`config.mk`:
```
export PLATFORM = sky130hd
export DESIGN_NAME = sequence_generator
export DESIGN_NICKNAME = d
export VERILOG_FILES = /design/src/rtl/sequence_generator_pkg.sv /design/src/rtl/seq_tx_shifter.sv /design/src/rtl/sequence_generator.sv
export SDC_FILE = /design/constraint.sdc
export NUM_CORES = 1
export LEC_CHECK = 0
export ABC_AREA = 0
export CORE_MARGIN = 1
export CORE_UTILIZATION = 23
export CTS_CLUSTER_SIZE = 30
export DETAILED_ROUTE_END_ITERATION = 8
export HOLD_SLACK_MARGIN = 0.02
export PLACE_DENSITY = 0.36
export SLEW_MARGIN = 15
export SYNTH_ARGS = -nofsm -noshare
export SYNTH_HDL_FRONTEND = slang
export SYNTH_SLANG_ARGS = --single-unit
```
`constraint.sdc`:
```
create_clock -name clk -period 5.2 [get_ports clk]
set_input_delay 1.04 -clock clk [delete_from_list [all_inputs] [get_ports clk]]
set_output_delay 1.04 -clock clk [all_outputs]
set_load 0.005 [all_outputs]
```
`src/rtl/sequence_generator_pkg.sv`:
```
// rtl/sequence_generator_pkg.sv - shared constants and state encoding for the sequence generator
package sequence_generator_pkg;

  localparam int MAX_LEN_DEF = 16;
  localparam int LEN_W       = $clog2(MAX_LEN_DEF) + 1;

  typedef enum logic [1:0] {
    S_IDLE = 2'd0,
    S_SEND = 2'd1,
    S_GAP  = 2'd2,
    S_DONE = 2'd3
  } state_e;

endpackage

```
`src/rtl/seq_tx_shifter.sv`:
```
// rtl/seq_tx_shifter.sv - loadable MSB-first shift register with remaining-bit counter
module seq_tx_shifter
  import sequence_generator_pkg::*;
#(
  parameter int MAX_LEN = MAX_LEN_DEF,
  parameter int LW      = $clog2(MAX_LEN) + 1
) (
  input  logic               clk,
  input  logic               reset_n,
  input  logic               load,
  input  logic               restart,
  input  logic               advance,
  input  logic [MAX_LEN-1:0] pattern_in,
  input  logic [LW-1:0]      len_in,
  output logic               bit_out,
  output logic               last
);

  logic [MAX_LEN-1:0] pat_q;
  logic [LW-1:0]      len_q;
  logic [MAX_LEN-1:0] sr;
  logic [LW-1:0]      cnt;

  // Left-justify the pattern so pattern[len-1] sits in the MSB; bits above len fall off.
  function automatic logic [MAX_LEN-1:0] align(input logic [MAX_LEN-1:0] p,
                                               input logic [LW-1:0] l);
    logic [LW-1:0] sh;
    sh = LW'(MAX_LEN) - l;
    return p << sh;
  endfunction

  // Bits still to come after the one currently presented.
  function automatic logic [LW-1:0] first_cnt(input logic [LW-1:0] l);
    return (l == '0) ? '0 : l - LW'(1);
  endfunction

  // Load a new job, replay the latched pattern, or step to the next bit.
  always_ff @(posedge clk or negedge reset_n) begin
    if (!reset_n) begin
      pat_q <= '0;
      len_q <= '0;
      sr    <= '0;
      cnt   <= '0;
    end else if (load) begin
      pat_q <= pattern_in;
      len_q <= len_in;
      sr    <= align(pattern_in, len_in);
      cnt   <= first_cnt(len_in);
    end else if (restart) begin
      sr    <= align(pat_q, len_q);
      cnt   <= first_cnt(len_q);
    end else if (advance) begin
      sr    <= {sr[MAX_LEN-2:0], 1'b0};
      cnt   <= (cnt == '0) ? '0 : cnt - LW'(1);
    end
  end

  assign bit_out = sr[MAX_LEN-1];
  assign last    = (cnt == '0);

endmodule

```
`src/rtl/sequence_generator.sv`:
```
// rtl/sequence_generator.sv - repeating serial pattern generator with gaps, abort and done pulse
module sequence_generator
  import sequence_generator_pkg::*;
#(
  parameter int MAX_LEN = MAX_LEN_DEF,
  parameter int REP_W   = 8
) (
  input  logic                     clk,
  input  logic                     reset_n,
  input  logic                     load_valid,
  output logic                     load_ready,
  input  logic [MAX_LEN-1:0]       pattern,
  input  logic [$clog2(MAX_LEN):0] len,
  input  logic [REP_W-1:0]         reps,
  input  logic [3:0]               gap,
  input  logic                     abort,
  output logic                     x,
  output logic                     x_valid,
  output logic                     busy,
  output logic                     done
);

  localparam int LW = $clog2(MAX_LEN) + 1;
  localparam logic [LW-1:0] LEN_MAX = LW'(MAX_LEN);

  localparam logic [1:0] ST_IDLE = S_IDLE;
  localparam logic [1:0] ST_SEND = S_SEND;
  localparam logic [1:0] ST_GAP  = S_GAP;
  localparam logic [1:0] ST_DONE = S_DONE;

  logic [1:0]       state;
  logic [REP_W-1:0] rep_cnt;
  logic [3:0]       gap_q;
  logic [3:0]       gap_cnt;
  logic             x_valid_q;

  logic [LW-1:0]    len_c;
  logic             accept;
  logic             degenerate;
  logic             rep_left;
  logic             last_bit;
  logic             sh_load;
  logic             sh_restart;
  logic             sh_advance;
  logic             sh_bit;
  logic             sh_last;

  // Handshake, length clamp and shifter control derived from the current state.
  always_comb begin
    len_c      = (len > LEN_MAX) ? LEN_MAX : len;
    accept     = (state == ST_IDLE) && load_valid && !abort;
    degenerate = (len_c == '0) || (reps == '0);
    rep_left   = (rep_cnt != '0);
    last_bit   = (state == ST_SEND) && x_valid_q && sh_last;
    sh_load    = accept;
    sh_advance = (state == ST_SEND) && x_valid_q && !sh_last && !abort;
    sh_restart = !abort &&
                 ((last_bit && rep_left && (gap_q == 4'd0)) ||
                  ((state == ST_GAP) && (gap_cnt <= 4'd1)));
  end

  seq_tx_shifter #(
    .MAX_LEN(MAX_LEN),
    .LW     (LW)
  ) u_shifter (
    .clk       (clk),
    .reset_n   (reset_n),
    .load      (sh_load),
    .restart   (sh_restart),
    .advance   (sh_advance),
    .pattern_in(pattern),
    .len_in    (len_c),
    .bit_out   (sh_bit),
    .last      (sh_last)
  );

  // Job FSM with repeat and gap counters; a SEND cycle with x_valid low marks an empty job.
  always_ff @(posedge clk or negedge reset_n) begin
    if (!reset_n) begin
      state     <= ST_IDLE;
      rep_cnt   <= '0;
      gap_q     <= '0;
      gap_cnt   <= '0;
      x_valid_q <= 1'b0;
    end else begin
      case (state)
        ST_IDLE: begin
          if (accept) begin
            state     <= ST_SEND;
            gap_q     <= gap;
            gap_cnt   <= '0;
            x_valid_q <= !degenerate;
            rep_cnt   <= degenerate ? '0 : reps - REP_W'(1);
          end
        end
        ST_SEND: begin
          if (abort) begin
            state     <= ST_IDLE;
            x_valid_q <= 1'b0;
          end else if (!x_valid_q) begin
            state     <= ST_DONE;
          end else if (sh_last) begin
            if (rep_left) begin
              rep_cnt <= rep_cnt - REP_W'(1);
              if (gap_q != 4'd0) begin
                state     <= ST_GAP;
                gap_cnt   <= gap_q;
                x_valid_q <= 1'b0;
              end
            end else begin
              state     <= ST_DONE;
              x_valid_q <= 1'b0;
            end
          end
        end
        ST_GAP: begin
          if (abort) begin
            state   <= ST_IDLE;
            gap_cnt <= '0;
          end else if (gap_cnt <= 4'd1) begin
            state     <= ST_SEND;
            gap_cnt   <= '0;
            x_valid_q <= 1'b1;
          end else begin
            gap_cnt <= gap_cnt - 4'd1;
          end
        end
        ST_DONE: begin
          state <= ST_IDLE;
        end
        default: begin
          state     <= ST_IDLE;
          x_valid_q <= 1'b0;
        end
      endcase
    end
  end

  assign load_ready = (state == ST_IDLE) && !abort;
  assign x          = sh_bit & x_valid_q;
  assign x_valid    = x_valid_q;
  assign busy       = (state == ST_SEND) || (state == ST_GAP);
  assign done       = (state == ST_DONE);

endmodule

```
-- After elaboration in Yosys (flattened, before gate mapping)
Cells that the tools add are included.
- $add $sub $neg: 8
- order comparisons: 2
- equal/unequal tests: 14
- shift operators: 2
- multiplexer cells: 44
- bitwise gates (word level): 1
- reductions and logical operators: 33
- operators with widths (kind ; number):
    $mux 16 ; 3
    $mux 8 ; 6
    $mux 5 ; 7
    $mux 4 ; 8
    $shl 16x5->16 ; 2
    $mux 2 ; 8
    $pmux 8 s2 ; 1
    $sub 8x1->8 const B ; 2
    $logic_not 5->1 ; 3
    $sub 5x1->5 const B ; 3
    $ne 2x2->1 const B ; 6
    $pmux 4 s3 ; 1
    $logic_and 1x1->1 ; 11
    $sub 5x5->5 const A ; 2
    $logic_not 8->1 ; 1
    $mux 1 ; 8
    $pmux 2 s4 ; 1
    $reduce_and 4->1 ; 2
    $reduce_bool 8->1 ; 1
    $reduce_and 7->1 ; 1
    $reduce_and 6->1 ; 1
    $reduce_bool 3->1 ; 2
    $gt 5x5->1 const B ; 1
    $ne 5x4->1 const B ; 1
    16 further kinds ; 22
- register bits: 61
- output and inout bits: 5
- logic and storage cells: 113

-- Depth between registers and ports, before layout
- depth after elaboration: 9
- depth in mapped cells: 12
- gate-level depth less buffers: 10

-- Hierarchy
From an unflattened synthesis, not the netlist that was laid out.
- cells, all modules: 521
- area total of the unflattened synthesis: 4906.0 sq um
- by module, submodules not included (module ; times used ; cells each ; area an instance (sq um) ; sequential area each (sq um)):
    seq_tx_shifter ; 1 ; 343 ; 3403.3 ; 1051.0
    sequence_generator ; 1 ; 178 ; 1502.7 ; 475.5

-- Least setup slack after synthesis
OpenSTA, ideal clock, no wires.
- path kind: in2reg
- from: input port len[0]
- to: register u_shifter.sr[9]
- library setup time: 0.126 ns
- data arrival time: 3.433 ns
- slack: 1.641 ns
- cell stages on the path: 12
- buffers on the path: 3
- cells stage by stage: nor2b_1 -> clkbuf_1 -> inv_2 -> ha_1 -> clkbuf_1 -> buf_1 -> mux2_2 -> mux2_2 -> nand3_1 -> o21ai_0 -> a22oi_1 -> a21oi_1
- cells in the longest elaborated chain, start to end: 5
- ends and longest elaborated chain (item ; RTL line ; text):
    start: declaration ; sequence_generator.sv:13 ; input logic [$clog2(MAX_LEN):0] len,
    $gt 5x5->1 ; sequence_generator.sv:50 ; len_c = (len > LEN_MAX) ? LEN_MAX : len;
    $mux 5 (*) ; sequence_generator.sv:50 ;
    $sub 5x5->5 (*) ; seq_tx_shifter.sv:28 ; sh = LW'(MAX_LEN) - l;
    $shl 16x5->16 (*) ; seq_tx_shifter.sv:29 ; return p << sh;
    $mux 16 (*) ; seq_tx_shifter.sv:44 ; end else if (load) begin
    end signal: assignment ; seq_tx_shifter.sv:47 ; sr <= align(pattern_in, len_in);
    end signal: assignment ; seq_tx_shifter.sv:50 ; sr <= align(pat_q, len_q);
    end signal: assignment ; seq_tx_shifter.sv:53 ; sr <= {sr[MAX_LEN-2:0], 1'b0};
    end: declaration ; seq_tx_shifter.sv:21 ; logic [MAX_LEN-1:0] sr;
Mark *: on every way between the ends. The rest lies on a longest branch, timed or not.
A chain may end at the register's enable or synchronous reset.

-- Worst setup path after layout
- from: input port len[0]
- to: register u_shifter.sr[12]
The elaborated chain is that of the path after synthesis.

==> flow_summary.toml <==
[floorplanning]
io_pins = 42
die_w_um = 147
coreArea_um2 = 20400
fp.dieArea_um2 = 21500
rows = 52
die_h_um = 147
start_util = 0.236

[logic_synthesis]
synthSimpleGateAreaFrac = 0.229
ys_ff_latch = 61
synth_top_area_share = 0.318
synth_adder_area_share = 0.0417
yosysWarnings = 0
synth_top_family_by_area = "simple AND/OR/NAND/NOR gates"
yosysTopAreaCell = "dfrtp_1"
synth-seq-area-share = 0.318
synth_fp_nets = 632
synth_edf_count = 0
synthCells = 579
synth_commonest_cells = "107 x nand2_1, 61 x dfrtp_1, 45 x o21ai_0"
yosys-top-cells-area = "dfrtp_1 32%, nand2_1 8.4%, mux2i_1 5.6%"
synthesis.area_um2 = 4810
ys_async_sr_fraction = 1.00
synth_ff_type = "dfrtp_1"
yosys-mux-area-fraction = 0.150
synthXorXnorAreaFrac = 0.0328
syn_area_per_cell_um2 = 8.30
synth_most_common_cell = "nand2_1"
synth-compound-area-share = 0.183
ys_types = 60

[hold_path]
hold_path.startpoint = "u_shifter.pat_q[15]"
min_to = "u_shifter.pat_q[15]"
hold_path_class = "flop to flop"
holdPathStages = 2

[routing]
post_drt_wl_per_cell_um = 18.1
routed_via_density = 4.95
drc = 0
totalWireLength_um = 16000
antenna_left = 0
drt-initial-drc-count = 269
drtPass1Iterations = 4
dr_total_vias = 4397

[critical_path]
crit_arrival_ns = 3.95
crit_path_end_kind = "flop"
critPathMaxFanout = 15
reg2regPathDepth = 9
rr_endpoint = "u_shifter.cnt[1]"
worstSetupStartpointType = "input port"
ff2ff_setup_slack_ns = 1.81
worst-setup-path-type = "input port to flop"
critPathRequiredTime_ns = 5.41
r2r-start = "rep_cnt[0]"

[outcome]
status = "finished clean"

[layout]
n_fill_cell = 2177
diodes = 0
multi_input_area_um2 = 3060
areaGrowthSynthToFinish_pct = 21.1
final_layout_size_suffix_gt1_frac = 0.117
regArea_um2 = 1530
instances_no_fill = 888
num-nets-final = 668

[power_and_ir_drop]
ir_worst_vdd_mv = 0.215
p_int_mw = 1.92
clockPowerShare = 0.182
p_leak_nw = 2.34
p_seq_frac = 0.262
p_switching_mw = 1.57
power.density_nw_per_um2 = 599
swShare = 0.450
combPwrFrac = 0.556

[cts]
cts_resized = 0
hold_buffers = 0
worstSkewPairLatency_ns = 0.34
root_buffer = "clkbuf_16"
htree_levels = 3
clk_transition_reported_paths_ns = 0.05
cts_setup_buffers = 0
cts_tree = "built"
clock-sinks = 61
clock_path_buffers = 2
cts_made_buffers = 9

[timing]
fin_crit_sh = 0.719
final_hold_viol_count = 0
worst_slew_pin_slew_ns = 1.06
slew_violations = 0
max_freq_mhz = 267
fin_crit_ns = 3.74
slew_headroom = 0.292
fin_worst_skew_ns = 0.00925
finalSetupViolCount = 0
rsz0062_at_grt = "false"
setup_tns_ns = 0

[placed_design]
port_buffers = 41
hpwl_um = 12000
dp_cells = 874
place_congestion = 0.874

[grt]
grt_pass1_vias = 4489
grt_max_degree = 48
track_usage = 0.157
grt_overflow_total = 0
antenna_found_initial = 0
grt_pass1_wl_um = 25700

[flow_run]
drv_cap = 0
## critical path: stages
cell             delay [ns]
clkdlybuf4s50_1        0.59
nor2b_1                0.23
inv_2                  0.14
ha_1                   0.74
mux2_2                 0.43
mux2_2                 0.29
mux2i_1                0.19
a21oi_1                0.10
nand2_1                0.11
a31oi_1                0.08
## metal layers
layer / up-vias / global-route usage / share of wire
met5: - / 0 / 0
met4: 0 / 0.0573 / 0.029
met3: 22 / 0.0350 / 0.037
met2: 94 / 0.263 / 0.48
met1: 2129 / 0.196 / 0.46
li1: 2152 / - / -
## placed cells by master, fill, tap and decap left out, drive strengths merged, types with 5 or more instances in the layout
cell type / n
ha: 16
xnor2: 14
and2: 5
o22ai: 7
clkbuf: 13
o31ai: 5
mux2i: 27
nor3: 23
inv: 23
nand3: 21
buf: 15
nand2b: 6
a21oi: 24
nor2b: 7
or2: 5
dfrtp: 61
o21ai: 52
mux2: 20
nand2: 108
a31oi: 13
mux4: 10
nor4: 6
clkdlybuf4s50: 40
nor2: 38
or3: 5
a22oi: 8
## stage by stage
stage	util	area [um^2]	setup slack (ns)	total power, mW	hold WS (ns)
6_report	0.286	5820	1.46	3.49	0.493
5_1_grt	0.286	5820	1.22	3.80	0.521
4_1_cts	0.286	5820	1.49	3.52	0.494
3_5_place_dp	0.271	5520	1.13	2.86	0.485
3_3_place_gp	0.271	5520	1.17	2.86	0.472
2_1_floorplan	-	4810	1.64	2.29	0.445
## worst max path at each step
stage | cells past startpoint | endpoint | start
3_3_place_gp | 10 | u_shifter.sr[14] | len[0]
2_1_floorplan | 12 | u_shifter.sr[9] | len[0]
4_1_cts | 10 | u_shifter.sr[11] | len[0]
5_1_grt | 9 | u_shifter.sr[10] | len[0]
6_report | 10 | u_shifter.sr[12] | len[0]
3_5_place_dp | 10 | u_shifter.sr[11] | len[0]
## final cells by class
type                    count  area share
clock buffers              13      0.0464
multi-input cells         465       0.525
inverters                  23      0.0148
well taps                 270      0.0581
repair buffers             55      0.0877
clock inverters             1     0.00516
flip-flops and latches     61       0.262
## cell families after synthesis
group           Yosys count
simple gates            236
compound gates          138
flops                    61
mux                      57
buf+inv                  53
xor+xnor                 18
fa+ha+maj                16
## power by group through the flow
stage | logic, mW | registers [mW] | clock network, mW
finish | 1.94 | 0.912 | 0.636
floorplan | 1.44 | 0.854 | 0
CTS | 1.96 | 0.914 | 0.653
detailed placement | 1.94 | 0.919 | 0
global route | 2.18 | 0.949 | 0.673
global placement | 1.95 | 0.917 | 0
## state kept, by name, indices dropped and copies added (netlist names)
| register | cells |
|---|---|
| rep_cnt | 8 |
| gap_q | 4 |
| x_valid | 1 |
| u_shifter.len_q | 5 |
| u_shifter.sr | 16 |
| state | 2 |
| gap_cnt | 4 |
| u_shifter.pat_q | 16 |
| u_shifter.cnt | 5 |
(Power assumes the default switching activity.)
